## src/rtl/boolean_preimage_finder_pkg.sv

```systemverilog
// Shared types and constants for the boolean preimage finder and its
// truth-table evaluator.
package boolean_pkg;

   localparam int NUM_IN = 4;
   localparam int TT_W   = 2 ** NUM_IN;
   localparam int CNT_W  = NUM_IN + 1;

   localparam logic [TT_W-1:0]   DEFAULT_TT = 16'hFC00;
   localparam logic [NUM_IN-1:0] LAST_IDX   = '1;

   typedef enum logic [1:0] {
      IDLE,
      SCAN,
      EMIT,
      DONE
   } state_t;

endpackage

```

## src/rtl/boolean_preimage_finder_truth_table_eval.sv

```systemverilog
// Combinational lookup of a 4-input boolean function stored as a truth table;
// index bit order is {A,B,C,D} with A as the MSB.
module truth_table_eval
   import boolean_pkg::*;
#(
   parameter logic [TT_W-1:0] TRUTH_TABLE = DEFAULT_TT
)
(
   input  logic [NUM_IN-1:0] idx,
   output logic              f
);

   assign f = TRUTH_TABLE[idx];

endmodule

```

## src/rtl/boolean_preimage_finder.sv

```systemverilog
// Walks all 16 input combinations and streams out, over a valid/ready port,
// every combination whose function value equals the requested target.
module boolean_preimage_finder
   import boolean_pkg::*;
#(
   parameter logic [TT_W-1:0] TRUTH_TABLE = DEFAULT_TT
)
(
   input  logic              clk,
   input  logic              rst,
   input  logic              start,
   input  logic              target,
   input  logic              abort,
   output logic              busy,
   output logic              out_valid,
   input  logic              out_ready,
   output logic [NUM_IN-1:0] out_abcd,
   output logic              done,
   output logic [CNT_W-1:0]  match_count
);

   state_t              r_state;
   logic [NUM_IN-1:0]   r_idx;
   logic                r_tgt;
   logic [NUM_IN-1:0]   r_out_abcd;
   logic [CNT_W-1:0]    r_match_count;

   state_t              w_state_next;
   logic                w_f;
   logic                w_hit;
   logic                w_last;
   logic                w_handshake;
   logic                w_accept;
   logic                w_idx_inc;
   logic                w_load_abcd;
   logic                w_count_inc;

   truth_table_eval #(
      .TRUTH_TABLE (TRUTH_TABLE)
   ) u_eval (
      .idx (r_idx),
      .f   (w_f)
   );

   assign w_hit       = (w_f == r_tgt);
   assign w_last      = (r_idx == LAST_IDX);
   assign w_handshake = out_valid & out_ready;

   // NOTE: every signal driven here gets a default first so no path leaves
   // it unassigned; otherwise synthesis infers a latch to hold the old value.
   always_comb begin
      w_state_next = r_state;
      w_accept     = 1'b0;
      w_idx_inc    = 1'b0;
      w_load_abcd  = 1'b0;
      w_count_inc  = 1'b0;
      case (r_state)
         IDLE: begin
            if (start) begin
               w_accept     = 1'b1;
               w_state_next = SCAN;
            end
         end
         SCAN: begin
            if (abort) begin
               w_state_next = IDLE;
            end else if (w_hit) begin
               w_load_abcd  = 1'b1;
               w_state_next = EMIT;
            end else if (w_last) begin
               w_state_next = DONE;
            end else begin
               w_idx_inc = 1'b1;
            end
         end
         EMIT: begin
            // Abort takes priority over a handshake in the same cycle.
            if (abort) begin
               w_state_next = IDLE;
            end else if (w_handshake) begin
               w_count_inc = 1'b1;
               if (w_last) begin
                  w_state_next = DONE;
               end else begin
                  w_idx_inc    = 1'b1;
                  w_state_next = SCAN;
               end
            end
         end
         DONE: begin
            w_state_next = IDLE;
         end
         default: begin
            w_state_next = IDLE;
         end
      endcase
   end

   // NOTE: sequential state uses non-blocking assignments so every register
   // samples the pre-edge values regardless of statement order.
   always_ff @(posedge clk or posedge rst) begin
      if (rst) begin
         r_state <= IDLE;
      end else begin
         r_state <= w_state_next;
      end
   end

   always_ff @(posedge clk or posedge rst) begin
      if (rst) begin
         r_idx         <= '0;
         r_tgt         <= 1'b0;
         r_out_abcd    <= '0;
         r_match_count <= '0;
      end else begin
         if (w_accept) begin
            r_tgt         <= target;
            r_idx         <= '0;
            r_match_count <= '0;
         end else if (w_idx_inc) begin
            r_idx <= r_idx + NUM_IN'(1);
         end
         if (w_load_abcd) begin
            r_out_abcd <= r_idx;
         end
         if (w_count_inc) begin
            r_match_count <= r_match_count + CNT_W'(1);
         end
      end
   end

   // Status outputs decode directly from the registered state.
   assign busy        = (r_state != IDLE);
   assign out_valid   = (r_state == EMIT);
   assign done        = (r_state == DONE);
   assign out_abcd    = r_out_abcd;
   assign match_count = r_match_count;

endmodule

```

## config.mk

```make
export PLATFORM = sky130hd
export DESIGN_NAME = boolean_preimage_finder
export DESIGN_NICKNAME = d
export VERILOG_FILES = /design/src/rtl/boolean_preimage_finder_pkg.sv /design/src/rtl/boolean_preimage_finder_truth_table_eval.sv /design/src/rtl/boolean_preimage_finder.sv
export SDC_FILE = /design/constraint.sdc
export NUM_CORES = 1
export LEC_CHECK = 0
export ABC_CLOCK_PERIOD_IN_PS = 1700
export BUFFER_PORTS_ARGS = -buffer_cell sky130_fd_sc_hd__buf_2
export CAP_MARGIN = 10
export CORE_UTILIZATION = 48
export CTS_BUF_LIST = sky130_fd_sc_hd__clkbuf_16
export DETAILED_ROUTE_END_ITERATION = 7
export PLACE_DENSITY = 0.79
export REMOVE_ABC_BUFFERS = 1
export SYNTH_ARGS = -nofsm -noshare
export SYNTH_HDL_FRONTEND = slang
export SYNTH_SLANG_ARGS = --single-unit
```

## constraint.sdc

```tcl
create_clock -name clk -period 1.7 [get_ports clk]
set_input_delay 0.51 -clock clk [delete_from_list [all_inputs] [get_ports clk]]
set_output_delay 0.51 -clock clk [all_outputs]
set_load 0.01 [all_outputs]
```

# Word-level counts from Yosys, hierarchy flattened
# Memory sizes are Yosys's and may differ from the RTL's.
# Cells that the tools add are included.
# word_totals
reg_bits	16
latchBits	0
ramBits	0
rom_bits	16
inputBits	6
out_inout_bits	12
wordCells	50
mem_count	1
# classes
add_sub_neg	2
multipliers	0
n_div	0
order_cmp	1
eq_ne	8
shift	0
n_mux	27
n_bitwise	1
reduce_logical	5
# mem_list
name	words	width	rd	rd_ports_with_merged_regs	write_ports	line	source
(name not given)	16	1	1	0	0	boolean_preimage_finder_truth_table_eval.sv:13	assign f = TRUTH_TABLE[idx];
# ops
op	n
$mux 1	14
$mux 2	7
$mux 5	2
$mux 4	2
$pmux 2 s4	1
$reduce_bool 2->1	3
$add 5x1->5 const B	1
$lt 4x5->1 const B	1
$add 4x1->4 const B	1
$eq 2x2->1 const B	2
$eq 4x4->1 const B	1
$ne 4x4->1 const B	1
$ne 3x2->1 const B	1
$reduce_and 3->1	1
$eq 2x1->1 const B	1
$logic_not 2->1	1
$ne 2x2->1 const B	1
$pmux 1 s2	1
$and 1x1->1	1
$eq 1x1->1	1

# Longest topological paths before layout
# depth
depth_word	8
mapped_depth	7
mapped_depth_nobuf	6

# Modules after synthesis
# From an unflattened synthesis, not the netlist that was laid out.
# hier_totals
hier_cells	81
area_unflattened_um2	877.1
# modules_own_cells
mod	instances	cells_per_inst	area_per_inst_um2	seq_area_each_um2
boolean_preimage_finder	1	80	869.6	400.4
truth_table_eval	1	1	7.5	0.0

# Worst setup path after synthesis
# No wires, ideal clock.
# synth_timing
path_type	register to register
from	reg r_state[1]
to	reg r_idx[3]
setup_time_ns	0.069
arrival_time_ns	1.480
path_slack_ns	0.151
path_stages_with_launch	7
period_less_slack_ns	1.549
path_cell_list	dfrtp_1 -> inv_1 -> ha_1 -> nor3b_1 -> mux2i_2 -> a2111o_1 -> nand3_1
# synth_via
elab_chain_len	6
# synth_lines
element	line	source
from (decl)	boolean_preimage_finder.sv:22	state_t r_state;
from (signal assigned)	boolean_preimage_finder.sv:105	r_state <= w_state_next;
$eq 2x2->1	boolean_preimage_finder.sv:57, boolean_preimage_finder.sv:134	
$and 1x1->1	boolean_preimage_finder.sv:47	assign w_handshake = out_valid & out_ready;
$mux 1	boolean_preimage_finder.sv:80	end else if (w_handshake) begin
$mux 1	boolean_preimage_finder.sv:78	if (abort) begin
$pmux 1 s2	boolean_preimage_finder.sv:57	case (r_state)
$reduce_bool 2->1 (no source line)	n/a	
to (signal assigned)	boolean_preimage_finder.sv:121	r_idx <= r_idx + NUM_IN'(1);
to (decl)	boolean_preimage_finder.sv:23	logic [NUM_IN-1:0] r_idx;
# Parallel ways exist; a longest one is shown, timed or not.
# A chain may end at the register's enable or synchronous reset.

# Final worst setup path
# layout_timing
from	reg r_state[0]
to	out out_valid
# layout_via
elab_chain_len	1
# layout_lines
element	line	source
$eq 2x2->1	boolean_preimage_finder.sv:134	assign out_valid = (r_state == EMIT);
to (decl)	boolean_preimage_finder.sv:15	output logic out_valid,
# Every way passes these cells.

==> impl_metrics.prom <==
# TYPE chip_impl_metric gauge
chip_impl_metric{name="clock_path_buffers",unit=""} 2
chip_impl_metric{name="routedWlPerCell",unit="um"} 13.6
chip_impl_metric{name="vias",unit=""} 782
chip_impl_metric{name="comb_power_share",unit="%"} 45.0
chip_impl_info{name="synth.largest_area_cell",value="sky130_fd_sc_hd__dfrtp_1"} 1
chip_impl_metric{name="floorplan.rows",unit=""} 16
chip_impl_metric{name="internal_power",unit="mW"} 1.22
chip_impl_info{name="critPathSlowestCell",value="sky130_fd_sc_hd__dfrtp_1"} 1
chip_impl_metric{name="p_sw",unit="uW"} 686
chip_impl_metric{name="share_of_total_power_consumed_by_net_switching",unit="%"} 36.1
chip_impl_info{name="synthFlopType",value="sky130_fd_sc_hd__dfrtp_1"} 1
chip_impl_metric{name="layout-area-overhead-vs-synth",unit="%"} 21.5
chip_impl_metric{name="critPathMaxStageDelay",unit="ns"} 0.41
chip_impl_info{name="hold_path_class",value="primary input to async pin"} 1
chip_impl_metric{name="routed_wirelength",unit="mm"} 1.93
chip_impl_metric{name="final_hold_viol_count",unit=""} 0
chip_impl_metric{name="grt_max_degree",unit=""} 17
chip_impl_metric{name="top_level_ports",unit=""} 18
chip_impl_metric{name="design.final.nets",unit=""} 129
chip_impl_info{name="clock_tree.root_cell",value="sky130_fd_sc_hd__clkbuf_16"} 1
chip_impl_metric{name="drive_gt1_share",unit="%"} 36.5
chip_impl_metric{name="relative_contribution_of_the_clock_network_to_total_power",unit="%"} 23.5
chip_impl_metric{name="finClkSkew",unit="ns"} 0.00166
chip_impl_metric{name="cp.arrival",unit="ns"} 1.13
chip_impl_info{name="final_common_cell",value="sky130_fd_sc_hd__buf_2"} 1
chip_impl_metric{name="numCtsBuffers",unit=""} 3
chip_impl_info{name="final_cell_mix",value="17 x sky130_fd_sc_hd__buf_2, 16 x sky130_fd_sc_hd__dfrtp_1, 13 x sky130_fd_sc_hd__nand2_1, 7 x sky130_fd_sc_hd__mux2_2, 6 x sky130_fd_sc_hd__nand3_1"} 1
chip_impl_metric{name="insertion_delay",unit="ns"} 0.24
chip_impl_metric{name="ratio_of_final_minimum_period_to_clock_period",unit="%"} 96.4
chip_impl_metric{name="timing.final.max_slew_violations",unit=""} 0
chip_impl_metric{name="worst_slew_margin_relative_to_its_limit",unit="%"} 61.2
chip_impl_info{name="worstPathCellList",value="inv_2, ha_2, buf_2"} 1
chip_impl_metric{name="ctsHoldBuffers",unit=""} 0
chip_impl_metric{name="count_of_unresolved_drc_violations_after_routing",unit=""} 0
chip_impl_info{name="crit_type",value="register to output port"} 1
chip_impl_metric{name="htree_num_levels",unit=""} 1
chip_impl_metric{name="share_of_the_yosys_chip_area_belonging_to_registers",unit="%"} 40.5
chip_impl_metric{name="p_leak",unit="nW"} 0.556
chip_impl_metric{name="tightestPinTransition",unit="ns"} 0.582
chip_impl_metric{name="period_minus_slack",unit="ns"} 1.64
chip_impl_metric{name="cts.clk_slew.worst_paths",unit="ns"} 0.05
chip_impl_metric{name="total_of_flip_flops_plus_latches_after_synthesis",unit=""} 16
chip_impl_info{name="outcome",value="complete, no violations"} 1
chip_impl_metric{name="syn-mean-instance-area",unit="um2"} 10.5
chip_impl_metric{name="initial_utilization",unit="%"} 50.9
chip_impl_metric{name="power.ir.vdd_worst",unit="mV"} 0.899
chip_impl_metric{name="avgViaCountPerCell",unit=""} 5.51
chip_impl_metric{name="drt_iter0_markers",unit=""} 21
chip_impl_info{name="tritoncts",value="done"} 1
chip_impl_metric{name="max-cap-violations",unit=""} 0
chip_impl_metric{name="synth_top_area_share",unit="%"} 40.5
chip_impl_info{name="end_kind",value="output port"} 1
chip_impl_metric{name="worst-endpoint-required",unit="ns"} 1.19
chip_impl_info{name="start_kind",value="register"} 1
chip_impl_metric{name="report.final.setup_viol",unit=""} 0
chip_impl_metric{name="insertedDiodeCount",unit=""} 0
chip_impl_metric{name="count_of_input_and_output_buffers",unit=""} 17
chip_impl_metric{name="globalRouteTotalUtil",unit="%"} 19.1
chip_impl_metric{name="grt_first_pass_wirelength",unit="mm"} 2.95
chip_impl_metric{name="place.gp.congestion",unit=""} 0.834
chip_impl_metric{name="yosys_warnings",unit=""} 0
chip_impl_metric{name="die_y",unit="um"} 47.4
chip_impl_metric{name="antenna_found_initial",unit=""} 0
chip_impl_metric{name="synthCells",unit=""} 94
chip_impl_metric{name="cts_sinks",unit=""} 16
chip_impl_metric{name="post_synth_instance_area",unit="um2"} 988
chip_impl_metric{name="final_cell_area",unit="um2"} 1200
chip_impl_metric{name="drt_first_pass_iters",unit=""} 4
chip_impl_metric{name="die-width",unit="um"} 47.4
chip_impl_metric{name="placed_cell_area",unit="um2"} 1110
chip_impl_metric{name="power.sequential.fraction",unit="%"} 31.5
chip_impl_metric{name="floorplan.core_area",unit="um2"} 1940
chip_impl_metric{name="grt-ovfl-total",unit=""} 0
chip_impl_metric{name="detailedPlacementHpwl",unit="mm"} 1.39
chip_impl_info{name="synthTopCellsByArea",value="sky130_fd_sc_hd__dfrtp_1 41%, sky130_fd_sc_hd__ha_1 8.9%, sky130_fd_sc_hd__mux2_2 8.0%, sky130_fd_sc_hd__nand2_1 4.9%, sky130_fd_sc_hd__nand3_1 3.0%"} 1
chip_impl_metric{name="max_freq",unit="MHz"} 610
chip_impl_info{name="unrepaired_setup_endpoints_after_global_routing",value="false"} 1
chip_impl_metric{name="yosysUniqueCellTypes",unit=""} 32
chip_impl_metric{name="synth_enable_flop_cells",unit=""} 0
chip_impl_metric{name="critical_path.max_fanout",unit=""} 5
chip_impl_metric{name="via_count_of_the_first_global_routing_pass",unit=""} 718
chip_impl_metric{name="postSynth.asyncResetShare",unit="%"} 100
chip_impl_metric{name="setup-tns-final",unit="ns"} 0
chip_impl_metric{name="floorplan.die_area",unit="um2"} 2240
chip_impl_metric{name="power_density",unit="nW/um2"} 1590
chip_impl_metric{name="drtAntennaViolNets",unit=""} 0
==> per-layer routing <==
metal / global-route usage (%) / up-vias / routed length, um
met5: 0 / - / 0
met4: 10.3 / 0 / 0
met3: 3.85 / 0 / 66
met2: 31.5 / 24 / 983
met1: 23.2 / 376 / 875
li1: - / 382 / -
==> worst paths after layout <==
check | cells past startpoint | start | slack, ns | endpoint
setup / recovery | 3 | r_state[0] | 0.06 | out_valid
hold / removal | 2 | rst | 0.32 | out_abcd[2]
setup reg to reg | 6 | r_state[1] | 0.09 | r_idx[3]
max in group asynchronous | 2 | rst | 1.00 | match_count[0]
hold reg to reg | 1 | match_count[4] | 0.48 | match_count[4]
min in group clk | 1 | match_count[4] | 0.48 | match_count[4]
==> power groups by stage <==
stage	logic [mW]	clock network, mW	registers (mW)
3_5_place_dp	0.824	0	0.596
5_1_grt	0.939	0.486	0.615
3_3_place_gp	0.806	0	0.593
2_1_floorplan	0.587	0	0.611
6_report	0.856	0.448	0.600
4_1_cts	0.837	0.459	0.595
==> worst max-delay path, delay by kind of cell, from the launching register on <==
kind	cells	cell delay (ns)
buffers and inverters	2	0.24
flip-flops	1	0.41
adder cells (fa/ha/maj)	1	0.23
==> cells by family (layout without fill, tap and decap cells) <==
kind of cell	after synthesis	after routing	share of synthesized area, %
muxes	10	10	11.4
xor gates and xnor gates	2	2	2.53
and+or+nand+nor	38	38	21.1
DFF	16	16	40.5
adders and majority gates	7	7	8.86
buffers and inverters	6	27	3.04
AOI/OAI and AO/OA	15	15	12.5
==> synthesized netlist by cell type, drive strengths merged, types with 2 or more instances <==
master  number
a41oi        2
and2         2
and3b        2
dfrtp       16
ha           7
inv          4
mux2         7
mux2i        3
nand2       13
nand2b       4
nand3        6
nand4b       2
nor2         2
nor2b        2
nor3b        2
o211ai       2
o21ai        5
==> flip-flops by register name, indices dropped and copies added, names as in the netlist <==
name	cells
out_abcd	4
r_state	2
r_tgt	1
match_count	5
r_idx	4
==> repair_timing <==
item,4_1_cts,5_1_grt
endpoints found under the setup margin,2,5
buffers inserted,0,0
gates resized for setup,2,5
==> area by class of cell <==
type                            instances  area [um2]
Fill cell                             173         741
Multi-Input combinational cell         72         573
Sequential cell                        16         400
Timing Repair Buffer                   19         100
Clock buffer                            3        75.1
Tap cell                               27        33.8
Inverter                                4        15.0
Clock inverter                          1        3.75
==> per-stage QoR <==
step | util (%) | setup slack, ns | hold WS [ns] | total power [mW] | instances
after floorplan | - | 0.151 | 0.424 | 1.20 | 92
after global placement | 57.0 | 0.107 | 0.467 | 1.40 | 138
after detailed placement | 57.0 | 0.0119 | 0.473 | 1.42 | 138
after CTS | 61.5 | 0.0177 | 0.350 | 1.89 | 142
after global routing | 61.9 | 0.000807 | 0.401 | 2.04 | 142
final | 61.9 | 0.0604 | 0.323 | 1.90 | 142
Power figures use the tool's default switching activity.
